$ cat src/rtl/vga_timing_gen.sv
// Raster timing generator: free-running pixel/line counters with
// registered sync, blanking and coordinate outputs, plus an optional output delay.
module vga_timing_gen #(
  parameter int H_ACTIVE  = 640,
  parameter int H_FP      = 24,
  parameter int H_SYNC    = 40,
  parameter int H_BP      = 128,
  parameter int V_ACTIVE  = 480,
  parameter int V_FP      = 9,
  parameter int V_SYNC    = 3,
  parameter int V_BP      = 28,
  parameter int HSYNC_POL = 0,
  parameter int VSYNC_POL = 0,
  parameter int CNT_W     = 11,
  parameter int DELAY     = 0
) (
  input  logic             clk,
  input  logic             reset,
  input  logic             ce,
  output logic             hsync,
  output logic             vsync,
  output logic             activevideo,
  output logic [CNT_W-1:0] x_px,
  output logic [CNT_W-1:0] y_px,
  output logic             line_start,
  output logic             frame_start,
  output logic             vblank
);

  localparam int H_BLANK = H_FP + H_SYNC + H_BP;
  localparam int H_TOTAL = H_BLANK + H_ACTIVE;
  localparam int V_BLANK = V_FP + V_SYNC + V_BP;
  localparam int V_TOTAL = V_BLANK + V_ACTIVE;

  if ((H_TOTAL - 1) >= (1 << CNT_W) || (V_TOTAL - 1) >= (1 << CNT_W)) begin : g_err_cnt_w
    $error("vga_timing_gen: CNT_W too narrow for H_TOTAL/V_TOTAL");
  end
  if (H_FP == 0 || H_SYNC == 0 || H_BP == 0 || V_FP == 0 || V_SYNC == 0 || V_BP == 0)
  begin : g_err_zero
    $error("vga_timing_gen: porch and sync widths must be non-zero");
  end
  if (DELAY < 0 || DELAY > 3) begin : g_err_delay
    $error("vga_timing_gen: DELAY must be 0..3");
  end

  localparam logic HS_ON = (HSYNC_POL != 0);
  localparam logic VS_ON = (VSYNC_POL != 0);

  localparam logic [CNT_W-1:0] C_H_LAST   = CNT_W'(H_TOTAL - 1);
  localparam logic [CNT_W-1:0] C_V_LAST   = CNT_W'(V_TOTAL - 1);
  localparam logic [CNT_W-1:0] C_HS_BEG   = CNT_W'(H_FP);
  localparam logic [CNT_W-1:0] C_HS_END   = CNT_W'(H_FP + H_SYNC);
  localparam logic [CNT_W-1:0] C_VS_BEG   = CNT_W'(V_FP);
  localparam logic [CNT_W-1:0] C_VS_END   = CNT_W'(V_FP + V_SYNC);
  localparam logic [CNT_W-1:0] C_H_BLANK  = CNT_W'(H_BLANK);
  localparam logic [CNT_W-1:0] C_V_BLANK  = CNT_W'(V_BLANK);

  typedef struct packed {
    logic             hs;
    logic             vs;
    logic             act;
    logic [CNT_W-1:0] x;
    logic [CNT_W-1:0] y;
    logic             ls;
    logic             fs;
    logic             vb;
  } out_t;

  localparam out_t C_OUT_RST = '{hs: ~HS_ON, vs: ~VS_ON, act: 1'b0, x: '0, y: '0,
                                 ls: 1'b0, fs: 1'b0, vb: 1'b1};

  logic [CNT_W-1:0] r_hc;
  logic [CNT_W-1:0] r_vc;
  out_t             w_nxt;
  out_t             r_pipe [DELAY+1];

  always_ff @(posedge clk or posedge reset) begin
    if (reset) begin
      r_hc <= '0;
      r_vc <= '0;
    end else if (ce) begin
      if (r_hc == C_H_LAST) begin
        r_hc <= '0;
        r_vc <= (r_vc == C_V_LAST) ? '0 : r_vc + CNT_W'(1);
      end else begin
        r_hc <= r_hc + CNT_W'(1);
      end
    end
  end

  always_comb begin
    w_nxt     = C_OUT_RST;
    w_nxt.hs  = (r_hc >= C_HS_BEG && r_hc < C_HS_END) ? HS_ON : ~HS_ON;
    w_nxt.vs  = (r_vc >= C_VS_BEG && r_vc < C_VS_END) ? VS_ON : ~VS_ON;
    w_nxt.act = (r_hc >= C_H_BLANK) && (r_vc >= C_V_BLANK);
    if (w_nxt.act) begin
      w_nxt.x = r_hc - C_H_BLANK;
      w_nxt.y = r_vc - C_V_BLANK;
    end
    w_nxt.ls  = (r_hc == C_H_BLANK) && (r_vc >= C_V_BLANK);
    w_nxt.fs  = (r_hc == C_H_BLANK) && (r_vc == C_V_BLANK);
    w_nxt.vb  = (r_vc < C_V_BLANK);
  end

  // Stage 0 samples the counters; further stages shift the whole bundle so
  // every output sees the same latency.
  always_ff @(posedge clk or posedge reset) begin
    if (reset) begin
      r_pipe[0] <= C_OUT_RST;
    end else if (ce) begin
      r_pipe[0] <= w_nxt;
    end
  end

  for (genvar g = 1; g <= DELAY; g++) begin : g_dly
    always_ff @(posedge clk or posedge reset) begin
      if (reset) begin
        r_pipe[g] <= C_OUT_RST;
      end else if (ce) begin
        r_pipe[g] <= r_pipe[g-1];
      end
    end
  end

  assign hsync       = r_pipe[DELAY].hs;
  assign vsync       = r_pipe[DELAY].vs;
  assign activevideo = r_pipe[DELAY].act;
  assign x_px        = r_pipe[DELAY].x;
  assign y_px        = r_pipe[DELAY].y;
  assign line_start  = r_pipe[DELAY].ls;
  assign frame_start = r_pipe[DELAY].fs;
  assign vblank      = r_pipe[DELAY].vb;

endmodule

$ cat config.mk
export PLATFORM = sky130hd
export DESIGN_NAME = vga_timing_gen
export DESIGN_NICKNAME = d
export VERILOG_FILES = /design/src/rtl/vga_timing_gen.sv
export SDC_FILE = /design/constraint.sdc
export NUM_CORES = 1
export LEC_CHECK = 0
export ABC_AREA = 1
export CORE_AREA = 2 2 100 102
export DETAILED_ROUTE_END_ITERATION = 16
export DIE_AREA = 0 0 102 104
export GPL_ROUTABILITY_DRIVEN = 0
export MAX_ROUTING_LAYER = met4
export PLACE_DENSITY_LB_ADDON = 0.2
export SETUP_SLACK_MARGIN = 0.3
export SYNTH_ARGS = -nofsm -noshare
export SYNTH_HDL_FRONTEND = slang
export SYNTH_SLANG_ARGS = --single-unit
$ cat constraint.sdc
create_clock -name clk -period 3.2 [get_ports clk]
set_input_delay 0.64 -clock clk [delete_from_list [all_inputs] [get_ports clk]]
set_output_delay 0.64 -clock clk [all_outputs]
set_load 0.03 [all_outputs]
==> results of run 1 <==
cell families (layout without fill, tap and decap cells):
logic type	count (synthesis)	count (layout)	share of synthesized area (%)
flops	50	50	44.9
compound gates	28	28	6.27
xor+xnor	8	8	2.51
simple gates	208	208	33.5
fa+ha+maj	9	9	4.03
buf+inv	50	82	8.78
registers in the layout (all words and copies together), names as in the netlist:
register	cells
hsync	1
vsync	1
y_px	11
x_px	11
vblank	1
activevideo	1
r_hc	11
frame_start	1
line_start	1
r_vc	11
cells in the final DEF (no fill, tap or decap), drive strengths merged:
cell type / n
dfrtp: 47
nand2: 108
clkbuf: 6
o22ai: 2
nand3b: 5
o21bai: 6
a31oi: 2
dfstp: 3
nand3: 37
nand4: 9
clkinv: 3
xor2: 7
nor3: 10
clkinvlp: 1
clkdlybuf4s50: 30
o21ai: 9
xnor2: 1
a21oi: 9
buf: 5
nor2: 39
inv: 37
ha: 9
worst max-delay path, cell delays in order:
cell,delay [ps]
clkdlybuf4s50_1,740
nand2_1,90
inv_1,60
nand3_1,110
o21ai_4,420
nand2_2,200
o21bai_1,180
layer usage:
| layer | global-route usage, % | wire [µm] | part of all wire [%] |
|---|---|---|---|
| met1 | 17.6 | 3190 | 47 |
| met2 | 22.5 | 3290 | 49 |
| met3 | 2.49 | 182 | 2.7 |
| met4 | 3.43 | 57 | 0.85 |
| met5 | - | 0 | 0 |
report_power, final:
| part | switching, mW | internal [mW] | total, mW |
|---|---|---|---|
| logic | 0.263 | 0.171 | 0.434 |
| clock network | 0.235 | 0.179 | 0.414 |
| registers | 0.0903 | 0.717 | 0.807 |
layout make-up:
type	count	area share, %
multi-input combinational	253	39.2
inverter	39	4.58
sequential	50	38.0
tap	133	5.04
timing repair buffer	35	10.2
clock inverter	2	0.492
clock buffer	6	2.50
worst max-delay path by stage:
stage	from	to	slack, ps	cells after the start
after floorplan	reset	activevideo	1360	1
after global placement	ce	y_px[5]	740	7
after detailed placement	ce	x_px[10]	660	7
after CTS	vsync	vsync	980	1
after global routing	ce	y_px[10]	830	7
final	ce	x_px[10]	1000	7
==> qor.csv, run 1 <==
metric,value,unit
Seq. cell area,1250,µm²
CTS tree,built,
cells resized by post-CTS repair,0,
final instance area,3300,µm²
die area,10600,µm²
Main synth FF type,dfrtp_1,
area of the multi-input gates,1290,µm²
Num CTS Buffers,5,
initial antenna violation count,0,
Final Util,34.6,%
GRT overflow,0,
Worst-Margin Slew,603,ps
Post-DP HPWL,4950,µm
"EDFF count, synth",0,
peak supply drop,0.000168,V
n_diodes,0,
htree depth,2,
CP Data Arrival Time,2450,ps
worst reg2reg endpoint,y_px[6],
r2r worst-path depth,7,
"FFs w/ async S/R, synth",100,%
Power Total,1.65,mW
first-pass detailed-route iteration total,4,
leakage power,1.53,nW
commonest cells in the netlist,"nand2_1, dfrtp_1, nand3_1, nor2_1, inv_1",
root buf cell,clkbuf_8,
Total Routing Usage GR,13.8,%
Worst R2R Start,r_vc[3],
crit end category,flip-flop,
cell accounting for the most synthesized area,dfrtp_1,
Critical Path RT,3450,ps
filler cell count,1042,
deepest clock path buffer count,2,
WHS,478,ps
"count leader, synth",nand2_1,
RSZ-0062 raised after global routing,false,
"Slew Viols, Final",0,
DR WL/cell,13.0,µm
Synth area leaders,"dfrtp_1, nand2_1, nand3_1, nor2_1, inv_1",
Detailed Route WL,6720,µm
CP Class,input pin to flip-flop,
"Setup Fix Bufs, Post-CTS",0,
post-DR vias/cell,4.55,
io pins,31,
Sink Count,50,
CORE AREA,9550,µm²
area grow syn2layout,18.2,%
placed cell count,510,
vias in the first global route,2397,
top-area cell type share of the netlist area,42.1,%
Max-slew headroom,59.3,%
Vias,2355,
Worst Hold Path Cells,2,
Post-DRT Antenna Nets,0,
Synth cell types,33,
max-cap violation count,0,
drt drc,0,
Clock Latency Late Sink,320,ps
row count,36,
pwr/cell area,501,nW/µm²
Place WS,661,ps
setup violators final,0,
hold path endpoint,vblank,
Setup TNS,0,ps
startpoint types,input pin,
Synth Register Bits,50,
Max Clock Skew,10.1,ps
Port Buf Inserts,30,
crit-path max FO,17,
Post-DP Area,3200,µm²
period utilization,68.9,%
outcome,finished clean,
nets,396,
"Hold Violations, Final",0,
sequential cell area fraction in the yosys report,44.9,%
HP Class,flip-flop to flip-flop,
min-delay src,vblank,
largest net degree at the start of global routing,30,
R2R setup slack,1160,ps
Mapped Nets,365,
Mapped Cells,353,
Avg Inst Size Synth,7.91,µm²
Initial Util,29.3,%
"Reg clk slew, reported paths",100,ps
Final Critical Period,2200,ps
Die Span Y,104,µm
CTS Hold Bufs,0,
first-pass GRT wire length,11400,µm
worst setup margin,995,ps
f_max,454,MHz
width of the die,102,µm
layout cell share with drive strength beyond 1,8.57,%
Synth warnings,0,
drt initial violations,110,
Finished Layout Cells,518,
Synth Cell Area,2790,µm²
Note: power is estimated with default switching activity, not from simulation.
==> run 2: changes to the inputs <==
==> constraint.sdc (replaced) <==
create_clock -name clk -period 2.23 [get_ports clk]
set_input_delay 0.446 -clock clk [delete_from_list [all_inputs] [get_ports clk]]
set_output_delay 0.446 -clock clk [all_outputs]
set_load 0.03 [all_outputs]
==> run 2 against run 1 <==
Sequential cell count stayed put. Sequential power is 43% higher. Worst setup slack got worse by 560 ps. Global-route usage rose by 0.11 points. Combinational power rose by 47%.
==> qor.csv, run 2 (synthesis results as in run 1) <==
metric,value,unit
"Slew Viols, Final",0,
Worst-Margin Slew,619,ps
setup violators final,0,
htree depth,2,
WHS,446,ps
"Buf+Inv Stages, Crit Path",1,
slowest CP cell,clkdlybuf4s50_1,
"Hold Violations, Final",0,
peak supply drop,0.000310,V
leakage power,1.58,nW
crit-path max FO,2,
outcome,finished clean,
Vias,2353,
CTS Hold Bufs,0,
"commonest non-fill, non-tap cells in the layout","nand2_1, dfrtp_1, nand3_1, nor2_1, inv_1",
Setup TNS,0,ps
first-pass detailed-route iteration total,4,
Max Clock Skew,7.83,ps
HP Class,input pin to async pin,
met2 Use GR,23.1,%
startpoint types,flip-flop,
Clock Latency Late Sink,300,ps
Die Span Y,104,µm
"commonest non-fill, non-tap cell in the layout",nand2_1,
DR WL/cell,12.6,µm
CTS tree,built,
Max-slew headroom,58.3,%
end point of the critical path,activevideo,
Initial Util,29.3,%
R2R setup slack,470,ps
"Reg clk slew, reported paths",90,ps
Worst R2R Start,r_vc[4],
routing usage on met3,2.49,%
CP Class,flip-flop to primary output,
f_max,556,MHz
deepest clock path buffer count,2,
row count,36,
CP max stage delay,680,ps
GRT overflow,0,
drt initial violations,82,
Post-DP HPWL,4870,µm
n_diodes,0,
post-DR vias/cell,4.50,
crit end category,primary output,
io pins,31,
max-cap violation count,0,
first-pass GRT wire length,11500,µm
Detailed Route WL,6610,µm
Final Critical Period,1800,ps
Critical Path RT,1780,ps
GRT busiest layer,met2,
area grow syn2layout,21.4,%
largest net degree at the start of global routing,34,
CP Data Arrival Time,1350,ps
root buf cell,clkbuf_8,
Total Routing Usage GR,13.9,%
width of the die,102,µm
CORE AREA,9550,µm²
met1 GRT Util,17.2,%
die area,10600,µm²
period utilization,80.6,%
pwr/cell area,726,nW/µm²
drt drc,0,
Worst Setup SP,activevideo,
nets,401,
layout cell share with drive strength beyond 1,9.49,%
worst reg2reg endpoint,x_px[5],
initial antenna violation count,0,
RSZ-0062 raised after global routing,false,
vias in the first global route,2400,
Port Buf Inserts,30,
worst path cell trace,clkdlybuf4s50_1,
Worst path depth,1,
r2r worst-path depth,8,
CP top delay family,buffers and inverters,
Post-DRT Antenna Nets,0,
Sink Count,50,
Num CTS Buffers,5,
run 2: area by class of cell:
cell class / instances / area, µm²
Fill cell: 1023 / 6160
Multi-Input combinational cell: 253 / 1290
Sequential cell: 50 / 1250
Timing Repair Buffer: 40 / 409
Tap cell: 133 / 166
Inverter: 39 / 151
Clock buffer: 7 / 86.3
Clock inverter: 1 / 30.0
run 2: report_power, final:
group	switching, mW	leakage [nW]	internal (mW)
logic	0.382	0.900	0.258
clock network	0.304	0.0585	0.366
registers	0.124	0.624	1.03
total	0.810	1.58	1.65
run 2: worst reg2reg max path: cells and delay by family (launching register included):
| kind | cells | cell delay [ps] |
|---|---|---|
| buffers and inverters | 3 | 420 |
| AO/OA/AOI/OAI | 1 | 260 |
| adder cells (fa/ha/maj) | 1 | 200 |
| flip-flops | 1 | 430 |
| AND/OR/NAND/NOR | 3 | 340 |
run 2: worst min-delay path by stage:
stage / from / endpoint / slack [ps] / depth (start not counted)
final: reset / x_px[0] / 450 / 2
after global routing: reset / x_px[0] / 490 / 2
after CTS: reset / x_px[0] / 440 / 2
after detailed placement: vblank / vblank / 470 / 2
after global placement: y_px[9] / y_px[9] / 460 / 2
after floorplan: r_hc[10] / r_hc[10] / 510 / 2
run 2: routing by layer:
metal	share of wire (%)	vias to the layer above
li1	-	1207
met1	47	1100
met2	49	37
met3	2.8	9
met4	1.7	0
met5	0	-
run 2: stage by stage:
stage          setup WS, ps  power (mW)  cell area (µm²)  util [%]  instances
3_5_place_dp            268        1.82             3260      34.1        514
5_1_grt                 314        2.64             3390      35.5        523
2_1_floorplan           541        1.58             2790         -        353
6_report                433        2.46             3390      35.5        523
3_3_place_gp            299        1.82             3260      34.1        514
4_1_cts                 400        2.51             3370      35.3        522
run 2: what timing repair did:
item / CTS / global route
buffers inserted: 0 / 1
pin swaps: 0 / 1
endpoints found under the setup margin: 3 / 7
gates resized for setup: 3 / 0
